$ cat src/rtl/pipe_hazard_if.sv
// Pipeline-side signal bundle for pipe_hazard_ctrl: ID/EX inputs, forwarded operands, stall/halt.
// HAZARD_STATS_EN adds the stall_cnt/fwd_cnt observation outputs.
interface pipe_hazard_if #(
    parameter int XLEN      = 64,
    parameter int REG_AW    = 5,
    parameter int NUM_SRC   = 2,
    parameter int FWD_DEPTH = 2
);
    localparam int SELW = $clog2(FWD_DEPTH + 1);

    logic                        id_valid;
    logic                        id_wr;
    logic                        id_is_load;
    logic                        id_is_halt;
    logic [REG_AW-1:0]           id_rd;
    logic [NUM_SRC*REG_AW-1:0]   id_rs;
    logic [NUM_SRC-1:0]          id_rs_used;
    logic                        flush;
    logic [NUM_SRC*XLEN-1:0]     ex_rf_data;
    logic [FWD_DEPTH*XLEN-1:0]   stage_data;
    logic [NUM_SRC*XLEN-1:0]     ex_opnd;
    logic [NUM_SRC*SELW-1:0]     fwd_sel;
    logic                        stall;
    logic                        if_hold;
    logic                        halt;
`ifdef HAZARD_STATS_EN
    logic [31:0]                 stall_cnt;
    logic [31:0]                 fwd_cnt;
`endif

    modport master (
        output id_valid, id_wr, id_is_load, id_is_halt, id_rd, id_rs, id_rs_used,
        output flush, ex_rf_data, stage_data,
        input  ex_opnd, fwd_sel, stall, if_hold, halt
`ifdef HAZARD_STATS_EN
        , input stall_cnt, fwd_cnt
`endif
    );

    modport slave (
        input  id_valid, id_wr, id_is_load, id_is_halt, id_rd, id_rs, id_rs_used,
        input  flush, ex_rf_data, stage_data,
        output ex_opnd, fwd_sel, stall, if_hold, halt
`ifdef HAZARD_STATS_EN
        , output stall_cnt, fwd_cnt
`endif
    );
endinterface

$ cat src/rtl/pipe_hazard_ctrl.sv
// Hazard/forwarding/halt controller: shadow tag pipe EX..WB, EX forwarding select, ID load-use stall,
// halt-drain FSM. Optional HAZARD_STATS_EN adds saturating stall/forward counters.
module pipe_hazard_ctrl #(
    parameter int XLEN       = 64,
    parameter int REG_AW     = 5,
    parameter int NUM_SRC    = 2,
    parameter int FWD_DEPTH  = 2,
    parameter int LOAD_STAGE = 2
) (
    input  logic        clk,
    input  logic        rst,
    pipe_hazard_if.slave bus
);
    localparam int SELW = $clog2(FWD_DEPTH + 1);
    localparam int CNTW = $clog2(FWD_DEPTH + 2);

    typedef struct packed {
        logic                             valid;
        logic                             wr;
        logic                             is_load;
        logic [REG_AW-1:0]                rd;
        logic [NUM_SRC-1:0][REG_AW-1:0]   rs;
        logic [NUM_SRC-1:0]               used;
    } tag_t;

    typedef enum logic [1:0] {RUN, DRAIN, HALTED} state_t;

    state_t                            r_state, w_state_n;
    logic [CNTW-1:0]                   r_cnt, w_cnt_n;
    tag_t                              r_tag [0:FWD_DEPTH];
    tag_t                              w_id_tag;
    logic [NUM_SRC-1:0][SELW-1:0]      w_sel;
    logic [NUM_SRC-1:0][XLEN-1:0]      w_opnd;
    logic [NUM_SRC-1:0][XLEN-1:0]      w_rf;
    logic [FWD_DEPTH-1:0][XLEN-1:0]    w_stage;
    logic [NUM_SRC-1:0]                w_blk, w_haz;
    logic                              w_stall, w_accept, w_ex_hazard;

    function automatic logic f_match(tag_t t, logic [REG_AW-1:0] r);
        return t.valid & t.wr & (t.rd == r) & (r != '0);
    endfunction

    function automatic logic f_ready(tag_t t, int k);
        return ~t.is_load | (k >= LOAD_STAGE);
    endfunction

    assign w_rf    = bus.ex_rf_data;
    assign w_stage = bus.stage_data;

    always_comb begin
        w_id_tag         = '0;
        w_id_tag.valid   = 1'b1;
        w_id_tag.wr      = bus.id_wr;
        w_id_tag.is_load = bus.id_is_load;
        w_id_tag.rd      = bus.id_rd;
        w_id_tag.rs      = bus.id_rs;
        w_id_tag.used    = bus.id_rs_used;
    end

    // Descending scans: the last hit is the youngest producer, so an older match never wins.
    always_comb begin
        for (int i = 0; i < NUM_SRC; i++) begin
            w_sel[i]  = '0;
            w_opnd[i] = w_rf[i];
            w_haz[i]  = 1'b0;
            w_blk[i]  = 1'b0;
            for (int k = FWD_DEPTH; k >= 1; k--) begin
                if (r_tag[0].valid && r_tag[0].used[i] && f_match(r_tag[k], r_tag[0].rs[i])) begin
                    w_sel[i] = SELW'(k);
                    w_haz[i] = ~f_ready(r_tag[k], k);
                end
            end
            for (int k = 1; k <= FWD_DEPTH; k++)
                if (w_sel[i] == SELW'(k)) w_opnd[i] = w_stage[k-1];
            // Producer at j now sits at j+1 when the ID instruction reaches EX.
            for (int j = FWD_DEPTH - 1; j >= 0; j--)
                if (bus.id_rs_used[i] && f_match(r_tag[j], w_id_tag.rs[i]))
                    w_blk[i] = ~f_ready(r_tag[j], j + 1);
        end
    end

    assign w_ex_hazard = |w_haz;
    assign w_stall     = (|w_blk) & bus.id_valid & ~bus.flush & (r_state == RUN);
    assign w_accept    = bus.id_valid & ~w_stall & ~bus.flush & (r_state == RUN);

    always_ff @(posedge clk or posedge rst) begin
        if (rst) begin
            for (int k = 0; k <= FWD_DEPTH; k++) r_tag[k] <= '0;
        end else begin
            r_tag[0] <= w_accept ? w_id_tag : '0;
            for (int k = 1; k <= FWD_DEPTH; k++) r_tag[k] <= r_tag[k-1];
        end
    end

    always_ff @(posedge clk or posedge rst) begin
        if (rst) begin
            r_state <= RUN;
            r_cnt   <= '0;
        end else begin
            r_state <= w_state_n;
            r_cnt   <= w_cnt_n;
        end
    end

    // Count reaching 0 coincides with entering HALTED: halt rises FWD_DEPTH+2 cycles after acceptance.
    always_comb begin
        w_state_n = r_state;
        w_cnt_n   = r_cnt;
        case (r_state)
            RUN: begin
                if (w_accept && bus.id_is_halt) begin
                    w_state_n = DRAIN;
                    w_cnt_n   = CNTW'(FWD_DEPTH + 1);
                end
            end
            DRAIN: begin
                w_cnt_n = (r_cnt == '0) ? '0 : r_cnt - CNTW'(1);
                if (r_cnt <= CNTW'(1)) w_state_n = HALTED;
            end
            HALTED: ;
            default: w_state_n = RUN;
        endcase
    end

    assign bus.fwd_sel = w_sel;
    assign bus.ex_opnd = w_opnd;
    assign bus.stall   = w_stall;
    assign bus.if_hold = (r_state != RUN);
    assign bus.halt    = (r_state == HALTED);

    a_no_unready_fwd: assert property (@(posedge clk) disable iff (rst) !w_ex_hazard);

`ifdef HAZARD_STATS_EN
    logic [31:0] r_stall_cnt, r_fwd_cnt;

    always_ff @(posedge clk or posedge rst) begin
        if (rst) begin
            r_stall_cnt <= '0;
            r_fwd_cnt   <= '0;
        end else begin
            if (w_stall && (r_stall_cnt != '1)) r_stall_cnt <= r_stall_cnt + 32'd1;
            if ((|w_sel) && (r_fwd_cnt != '1))  r_fwd_cnt   <= r_fwd_cnt + 32'd1;
        end
    end

    assign bus.stall_cnt = r_stall_cnt;
    assign bus.fwd_cnt   = r_fwd_cnt;
`endif
endmodule

$ cat src/flat_wrapper.sv
// flat-port wrapper written by rule: the top's interface ports become plain ports
module pipe_hazard_ctrl_flat 
#(
    parameter int XLEN       = 64,
    parameter int REG_AW     = 5,
    parameter int NUM_SRC    = 2,
    parameter int FWD_DEPTH  = 2,
    parameter int LOAD_STAGE = 2
)
  (clk, rst, bus_id_valid, bus_id_wr, bus_id_is_load, bus_id_is_halt, bus_id_rd, bus_id_rs, bus_id_rs_used, bus_flush, bus_ex_rf_data, bus_stage_data, bus_ex_opnd, bus_fwd_sel, bus_stall, bus_if_hold, bus_halt);
  pipe_hazard_if #(.XLEN(XLEN), .REG_AW(REG_AW), .NUM_SRC(NUM_SRC), .FWD_DEPTH(FWD_DEPTH)) bus_i ();
  input  logic clk;
  input  logic rst;
  input wire logic [$bits(bus_i.id_valid)-1:0] bus_id_valid;
  input wire logic [$bits(bus_i.id_wr)-1:0] bus_id_wr;
  input wire logic [$bits(bus_i.id_is_load)-1:0] bus_id_is_load;
  input wire logic [$bits(bus_i.id_is_halt)-1:0] bus_id_is_halt;
  input wire logic [$bits(bus_i.id_rd)-1:0] bus_id_rd;
  input wire logic [$bits(bus_i.id_rs)-1:0] bus_id_rs;
  input wire logic [$bits(bus_i.id_rs_used)-1:0] bus_id_rs_used;
  input wire logic [$bits(bus_i.flush)-1:0] bus_flush;
  input wire logic [$bits(bus_i.ex_rf_data)-1:0] bus_ex_rf_data;
  input wire logic [$bits(bus_i.stage_data)-1:0] bus_stage_data;
  output wire logic [$bits(bus_i.ex_opnd)-1:0] bus_ex_opnd;
  output wire logic [$bits(bus_i.fwd_sel)-1:0] bus_fwd_sel;
  output wire logic [$bits(bus_i.stall)-1:0] bus_stall;
  output wire logic [$bits(bus_i.if_hold)-1:0] bus_if_hold;
  output wire logic [$bits(bus_i.halt)-1:0] bus_halt;
  assign bus_i.id_valid = bus_id_valid;
  assign bus_i.id_wr = bus_id_wr;
  assign bus_i.id_is_load = bus_id_is_load;
  assign bus_i.id_is_halt = bus_id_is_halt;
  assign bus_i.id_rd = bus_id_rd;
  assign bus_i.id_rs = bus_id_rs;
  assign bus_i.id_rs_used = bus_id_rs_used;
  assign bus_i.flush = bus_flush;
  assign bus_i.ex_rf_data = bus_ex_rf_data;
  assign bus_i.stage_data = bus_stage_data;
  assign bus_ex_opnd = bus_i.ex_opnd;
  assign bus_fwd_sel = bus_i.fwd_sel;
  assign bus_stall = bus_i.stall;
  assign bus_if_hold = bus_i.if_hold;
  assign bus_halt = bus_i.halt;
  pipe_hazard_ctrl #(.XLEN(XLEN), .REG_AW(REG_AW), .NUM_SRC(NUM_SRC), .FWD_DEPTH(FWD_DEPTH), .LOAD_STAGE(LOAD_STAGE)) u_core (.clk(clk), .rst(rst), .bus(bus_i));
endmodule
$ cat config.mk
export PLATFORM = sky130hd
export DESIGN_NAME = pipe_hazard_ctrl_flat
export DESIGN_NICKNAME = d
export VERILOG_FILES = /design/src/rtl/pipe_hazard_if.sv /design/src/rtl/pipe_hazard_ctrl.sv /design/src/flat_wrapper.sv
export SDC_FILE = /design/constraint.sdc
export NUM_CORES = 1
export LEC_CHECK = 0
export CAP_MARGIN = 5
export CORE_AREA = 2 2 160 162
export CTS_CLUSTER_DIAMETER = 30
export DETAILED_ROUTE_END_ITERATION = 8
export DIE_AREA = 0 0 162 164
export GPL_ROUTABILITY_DRIVEN = 0
export GPL_TIMING_DRIVEN = 0
export PLACE_DENSITY = 0.66
export SETUP_SLACK_MARGIN = 0.15
export SLEW_MARGIN = 5
export SYNTH_ARGS = -nofsm -noshare
export SYNTH_HDL_FRONTEND = slang
export SYNTH_SLANG_ARGS = --single-unit
$ cat constraint.sdc
create_clock -name clk -period 5.5 [get_ports clk]
set_input_delay 1.65 -clock clk [delete_from_list [all_inputs] [get_ports clk]]
set_output_delay 1.65 -clock clk [all_outputs]
set_load 0.03 [all_outputs]
==> flow_summary.ini, run 1 <==
[pwr]
total_power_mw = 1.06
leakagePower_nw = 3.05
p_int_uw = 733
p_per_area_nw_per_um2 = 104
clock_power_share = 0.249
netSwitchingFraction = 0.306
power_frac_comb = 0.486
p_sw_uw = 322
vdd.ir_drop.worst_mv = 0.130
seq_power_share = 0.265

[yosys]
post-synth-top-area-fraction = 0.180
syn-cell-area_sq_um = 5470
cell_type_contributing_the_most_total_cell_area_after_synthesis = sky130_fd_sc_hd__o31ai_1
async_flop_share = 1.00
yosysSeqAreaShare = 0.174
synth_enable_flop_cells = 0
number_of_flip_flops_and_latches_in_the_synthesized_netlist = 38
netlist_instances = 788
post_synth_main_area_contributors = sky130_fd_sc_hd__o31ai_1, sky130_fd_sc_hd__dfrtp_1, sky130_fd_sc_hd__nor4_1
synth_top_cells_by_count = sky130_fd_sc_hd__nand3_1, sky130_fd_sc_hd__nor4_1, sky130_fd_sc_hd__o31ai_1
synthesis.yosys.warnings = 0
avgSynthCellArea_sq_um = 6.94
ys_types = 35
primary_flip_flop_cell_chosen_by_synthesis_mapping = sky130_fd_sc_hd__dfrtp_1
syn-num-nets = 1068

[placement]
numPortBuffers = 414
dp_hpwl_mm = 28.8

[drt]
routed_wirelength_mm = 36.8
firstDrtPassIters = 7
routed_via_density = 5.92
vias = 9144
post-route-drc-count = 0
number_of_drc_markers_after_the_initial_detailed_route_iteration = 1111
final_antenna_net_count = 0
wl_per_cell_um = 23.8

[global_route]
first_global_vias = 8809
antenna_found_initial = 6
grt_overflow_total = 0
grt_util_all_layers = 0.259
grt_max_degree = 39
grt_first_pass_wirelength_mm = 53.3

[timing]
timing.final.hold_violations = 0
grt_setup_unrepaired = no
relSlewSlack = 0.220
transition_time_of_the_tightest_slew_check_pin_ns = 1.17
setup-violations-final = 0
fmaxAchievable_ghz = 0.191
setup_total_negative_slack_ns = 0
fin_crit_sh = 0.952
final_count_of_pins_violating_max_slew = 0
fin_worst_skew_ns = 0.00204
layout_min_cycle_time_ns = 5.24

[floorplanning]
core.rowCount = 58
ioPinCount = 415
floorplan.initialDensity = 0.220
die_area_sq_um = 26600
core_area_sq_um = 24800
fp.dieW_um = 162
die_h_um = 164

[clocking]
tritoncts = done
cts_made_buffers = 5
clk_latency_ns = 0.28
clock-sinks = 38
htree_levels = 2
clk_transition_reported_paths_ns = 0.05
clk_root_buffer_cell = sky130_fd_sc_hd__clkbuf_16
ctsHoldBuffers = 0
clockBufferDepth = 2

[worst_setup_path]
crit_path_start_kind = input port
cp_max_fo = 10
crit_arrival_ns = 3.59
path_class = input port to output pin
worst_ep_required_time_ns = 3.85
critical_path.endpoint_type = output pin

[cells_and_area]
layout_net_count = 1489
layout-area-overhead-vs-synth_pct = 86.1
ratio_of_cells_with_drive_above_1_in_the_final_layout = 0.0223

[outcome]
run_status = completed

[worst_hold_path]
min-delay-path-class = flop to flop

[job]
timing.max_cap.violations = 0
## per-layer routing
layer / routed length, um / share of wire / vias to the layer above / global-route usage
li1: - / - / 4112 / -
met4: 1440 / 0.039 / 0 / 0.111
met3: 3410 / 0.093 / 107 / 0.0482
met5: 0 / 0 / - / 0
met2: 17400 / 0.47 / 669 / 0.431
met1: 14500 / 0.40 / 4256 / 0.328
## kinds of logic (layout without fill, tap and decap cells)
family	count (synthesis)	after routing	share of synthesized area
compound gates	270	270	0.343
flops	38	38	0.174
xor+xnor	28	28	0.0448
other cells	0	6	0
buf+inv	134	555	0.0960
mux	1	1	0.00206
simple gates	317	317	0.341
## metrics by stage
stage               cells   util  worst slack (ns)  hold WS, ns  area [sq um]
floorplan             788      -             0.520        0.372          5470
global placement     1532  0.404            -0.338        0.392         10000
detailed placement   1532  0.404            -0.340        0.395         10000
CTS                  1539  0.409             0.196        0.405         10200
global route         1544  0.410             0.164        0.407         10200
finish               1545  0.410             0.263        0.413         10200
## state kept, by name, summed over array words and instances, names as in the netlist
register / cells
u_core.r_cnt: 2
u_core.r_state: 2
u_core.r_tag: 34
## what timing repair did
action | in CTS | in global routing
resized for setup | 7 | 2
buffers inserted | 0 | 0
endpoints found under the setup margin | 1 | 2
## path summary, 6_finish.rpt
check | from | endpoint | slack [ns] | cells after the start
setup / recovery | bus_id_rs[2] | bus_stall | 0.26 | 7
hold / removal | u_core.r_tag[39] | u_core.r_tag[19] | 0.41 | 0
setup reg to reg | u_core.r_tag[59] | u_core.r_tag[50] | 3.52 | 5
hold reg to reg | u_core.r_tag[39] | u_core.r_tag[19] | 0.41 | 0
max in group asynchronous | rst | u_core.r_tag[14] | 3.20 | 2
min in group asynchronous | rst | u_core.r_tag[53] | 1.83 | 2
## cell type report
| cell class | instances | area (sq um) |
|---|---|---|
| clock inverters | 2 | 10.0 |
| inverters | 4 | 15.0 |
| multi-input cells | 616 | 4000 |
| plain buffers | 130 | 510 |
| diodes | 6 | 15.0 |
| clock buffers | 5 | 125 |
| flip-flops and latches | 38 | 951 |
| well taps | 330 | 413 |
| repair buffers | 414 | 4140 |
| fillers | 2565 | 14600 |
## power by group through the flow
stage,sequential (mW),clock [mW],combinational (mW)
2_1_floorplan,0.285,0,0.168
3_3_place_gp,0.285,0,0.509
3_5_place_dp,0.285,0,0.508
4_1_cts,0.280,0.270,0.511
5_1_grt,0.280,0.280,0.533
6_report,0.280,0.263,0.513
## cells in the final DEF (no fill, tap or decap), types with 2 or more instances in the layout
cell type                         synthesis  layout
sky130_fd_sc_hd__a21o_1                   2       2
sky130_fd_sc_hd__a31oi_1                128     128
sky130_fd_sc_hd__and4_1                  21      21
sky130_fd_sc_hd__buf_1                   12      12
sky130_fd_sc_hd__buf_2                    6       6
sky130_fd_sc_hd__buf_6                    2       2
sky130_fd_sc_hd__clkbuf_1               110     110
sky130_fd_sc_hd__clkbuf_16                0       5
sky130_fd_sc_hd__clkdlybuf4s50_1          0     411
sky130_fd_sc_hd__clkinv_2                 0       2
sky130_fd_sc_hd__dfrtp_1                 38      38
sky130_fd_sc_hd__diode_2                  0       6
sky130_fd_sc_hd__inv_1                    4       3
sky130_fd_sc_hd__nand2_1                  6       6
sky130_fd_sc_hd__nand2b_1                 3       3
sky130_fd_sc_hd__nand3_1                131     131
sky130_fd_sc_hd__nand4_1                  7       7
sky130_fd_sc_hd__nor2_1                   3       3
sky130_fd_sc_hd__nor2b_1                  2       2
sky130_fd_sc_hd__nor3_1                   3       3
sky130_fd_sc_hd__nor4_1                 131     131
sky130_fd_sc_hd__o21bai_1                 2       2
sky130_fd_sc_hd__o31ai_1                131     131
sky130_fd_sc_hd__or2_2                    3       3
sky130_fd_sc_hd__or3_1                    2       2
sky130_fd_sc_hd__xnor2_1                 23      23
sky130_fd_sc_hd__xor2_1                   5       5
## critical path, stage by stage
cell and delay, ns:
sky130_fd_sc_hd__clkdlybuf4s50_1 0.46, sky130_fd_sc_hd__xor2_1 0.18, sky130_fd_sc_hd__or4_4 0.42, sky130_fd_sc_hd__or3b_4 0.40, sky130_fd_sc_hd__buf_6 0.15, sky130_fd_sc_hd__a21oi_1 0.15
sky130_fd_sc_hd__buf_4 0.18
(Power assumes the default switching activity.)
==> run 2: changes to the inputs <==
GPL_ROUTABILITY_DRIVEN = 1   (was 0)
SLEW_MARGIN = unset   (was 5)
==> run 2 against run 1 <==
  * Clock-buffer cell count did not move
  * Largest cell class unchanged
  * Hold slack got worse by 0.020 ns
  * Clock skew increased by 0.00069 ns
  * Sequential share of layout area about the same
  * Maximum frequency shrank 1.5%
  * Highest routed layer unchanged
  * Largest power group unchanged
  * Sequential power about the same
  * Critical path type is now flop to output pin
  * Critical path depth shrank 1
  * Non-clock buffer count did not move
  * Sequential cell count stayed put
==> flow_summary.ini, run 2 (synthesized netlist as in run 1, its figures left out) <==
[outcome]
run_status = completed

[worst_hold_path]
hold_crit_depth = 0
min-delay-path-class = flop to flop
min_to = u_core.r_tag[38]
worst_hold_start = u_core.r_tag[58]

[pwr]
p_int_uw = 735
leakagePower_nw = 3.07
power_frac_comb = 0.489
seq_power_share = 0.264
clock_power_share = 0.247
total_power_mw = 1.06
netSwitchingFraction = 0.306
p_sw_uw = 323
vdd.ir_drop.worst_mv = 0.120
p_per_area_nw_per_um2 = 104

[clocking]
clock-sinks = 38
cts_made_buffers = 5
clockBufferDepth = 2
clk_root_buffer_cell = sky130_fd_sc_hd__clkbuf_16
tritoncts = done
htree_levels = 2
clk_transition_reported_paths_ns = 0.05
clk_latency_ns = 0.28

[drt]
wl_per_cell_um = 24.3
routed_wirelength_mm = 37.6
post-route-drc-count = 0
highest-signal-layer = met4
wl_met3_mm = 3.37
number_of_drc_markers_after_the_initial_detailed_route_iteration = 1145
final_antenna_net_count = 0
vias = 9135
routed-wl-met2_mm = 17.4
routed_via_density = 5.91
detail_route.wirelength.met1_mm = 15.2
firstDrtPassIters = 8

[timing]
relSlewSlack = 0.213
fmaxAchievable_ghz = 0.188
timing.final.hold_violations = 0
hold_ws_ns = 0.393
final_count_of_pins_violating_max_slew = 0
setup_total_negative_slack_ns = 0
transition_time_of_the_tightest_slew_check_pin_ns = 1.18
setup-violations-final = 0
layout_min_cycle_time_ns = 5.31
fin_worst_skew_ns = 0.00272
grt_setup_unrepaired = no
fin_crit_sh = 0.966

[job]
timing.max_cap.violations = 0

[global_route]
first_global_vias = 8922
grt_util_all_layers = 0.264
antenna_found_initial = 6
grt_first_pass_wirelength_mm = 54.0
grt_max_degree = 23
grt_overflow_total = 0

[worst_setup_path]
crit_arrival_ns = 3.66
crit-reg2reg-capture = u_core.r_state[0]
timing.rr.start = u_core.r_state[1]
worst-r2r-setup-slack_ns = 3.52
cpPeakStageDelay_ns = 0.97
cp_cell_instances = xor2_1 -> a211oi_2 -> clkbuf_1 -> nand3_1 -> a31oi_1 -> clkdlybuf4s50_1
crit_path_start_kind = flop
cp_max_fo = 10
worst_ep_required_time_ns = 3.85
cp-startpoint = u_core.r_tag[14]
critPathSlowestCell = sky130_fd_sc_hd__a211oi_2
critPathTopFamily = compound AO/OA/AOI/OAI gates
worstPathBufferInverterCount = 2
critical_path.endpoint_type = output pin
path_class = flop to output pin
reg2reg_depth = 5

[cells_and_area]
registers.top_by_ff_count = u_core.r_tag
final_common_cell = sky130_fd_sc_hd__clkdlybuf4s50_1
largest_register_ffs = 34
layout_net_count = 1489
post_route_cell_area_sq_um = 10200
reg.largest.list = u_core.r_tag (34), u_core.r_cnt (2), u_core.r_state (2)
final_core_utilization = 0.412
layout-area-overhead-vs-synth_pct = 86.7
ratio_of_cells_with_drive_above_1_in_the_final_layout = 0.0223
most-common-layout-cells = sky130_fd_sc_hd__clkdlybuf4s50_1, sky130_fd_sc_hd__nand3_1, sky130_fd_sc_hd__nor4_1, sky130_fd_sc_hd__o31ai_1, sky130_fd_sc_hd__a31oi_1

[floorplanning]
ioPinCount = 415
floorplan.initialDensity = 0.220
fp.dieW_um = 162
core.rowCount = 58
die_area_sq_um = 26600
die_h_um = 164
core_area_sq_um = 24800

[placement]
numPortBuffers = 414
dp_hpwl_mm = 29.0
placed_cell_area_sq_um = 10100
gp_congestion = 0.952
[run 2: cell types whose count changed in the layout (fill, tap and decap cells not counted), sizes merged]
cell	previous run	this run
buf	21	22
clkbuf	115	114
diode	6	7
dlygate4sd2	1	0
dlymetal6s2s	1	2
[run 2: worst max path at each step]
stage / to / depth (start not counted)
after global routing: bus_ex_opnd[83] / 6
after detailed placement: bus_stall / 7
final: bus_ex_opnd[83] / 6
after CTS: bus_stall / 7
after floorplan: bus_stall / 5
after global placement: bus_stall / 7
[run 2: per-stage QoR]
stage | setup WS, ns | std cells
6_report | 0.186 | 1546
5_1_grt | 0.151 | 1544
4_1_cts | 0.151 | 1540
3_5_place_dp | -0.319 | 1533
3_3_place_gp | -0.339 | 1532
2_1_floorplan | 0.520 | 788
[run 2: power groups by stage]
stage	Sequential (mW)	Clock (mW)	Combinational, mW
floorplan	0.285	0	0.168
global placement	0.285	0	0.511
detailed placement	0.285	0	0.511
CTS	0.280	0.266	0.514
global route	0.280	0.280	0.537
finish	0.280	0.261	0.517
[run 2: final cells by class]
type | instances | area, sq um
diodes | 7 | 17.5
plain buffers | 129 | 507
clock buffers | 5 | 125
clock inverters | 2 | 10.0
fillers | 2580 | 14600
inverters | 4 | 15.0
multi-input cells | 616 | 4000
flip-flops and latches | 38 | 951
well taps | 330 | 413
repair buffers | 415 | 4170
[run 2: routing by layer]
layer / track usage / vias to the layer above
met3: 0.0518 / 119
met2: 0.432 / 633
met5: 0 / -
met4: 0.117 / 0
met1: 0.338 / 4264
li1: - / 4119
[run 2: worst reg2reg max path, cell delays in order (launching register included)]
cell and delay [ns]:
sky130_fd_sc_hd__dfrtp_1 0.40, sky130_fd_sc_hd__or4b_2 0.73, sky130_fd_sc_hd__inv_1 0.10, sky130_fd_sc_hd__clkbuf_1 0.27
sky130_fd_sc_hd__nand2_1 0.15, sky130_fd_sc_hd__o31ai_1 0.22
[run 2: repair_timing]
| action | CTS | global route |
|---|---|---|
| gates resized for setup | 5 | 5 |
| setup buffers | 0 | 0 |
| endpoints found under the setup margin | 1 | 2 |
| hold buffers | 0 | 0 |
| pin swaps | 0 | 0 |
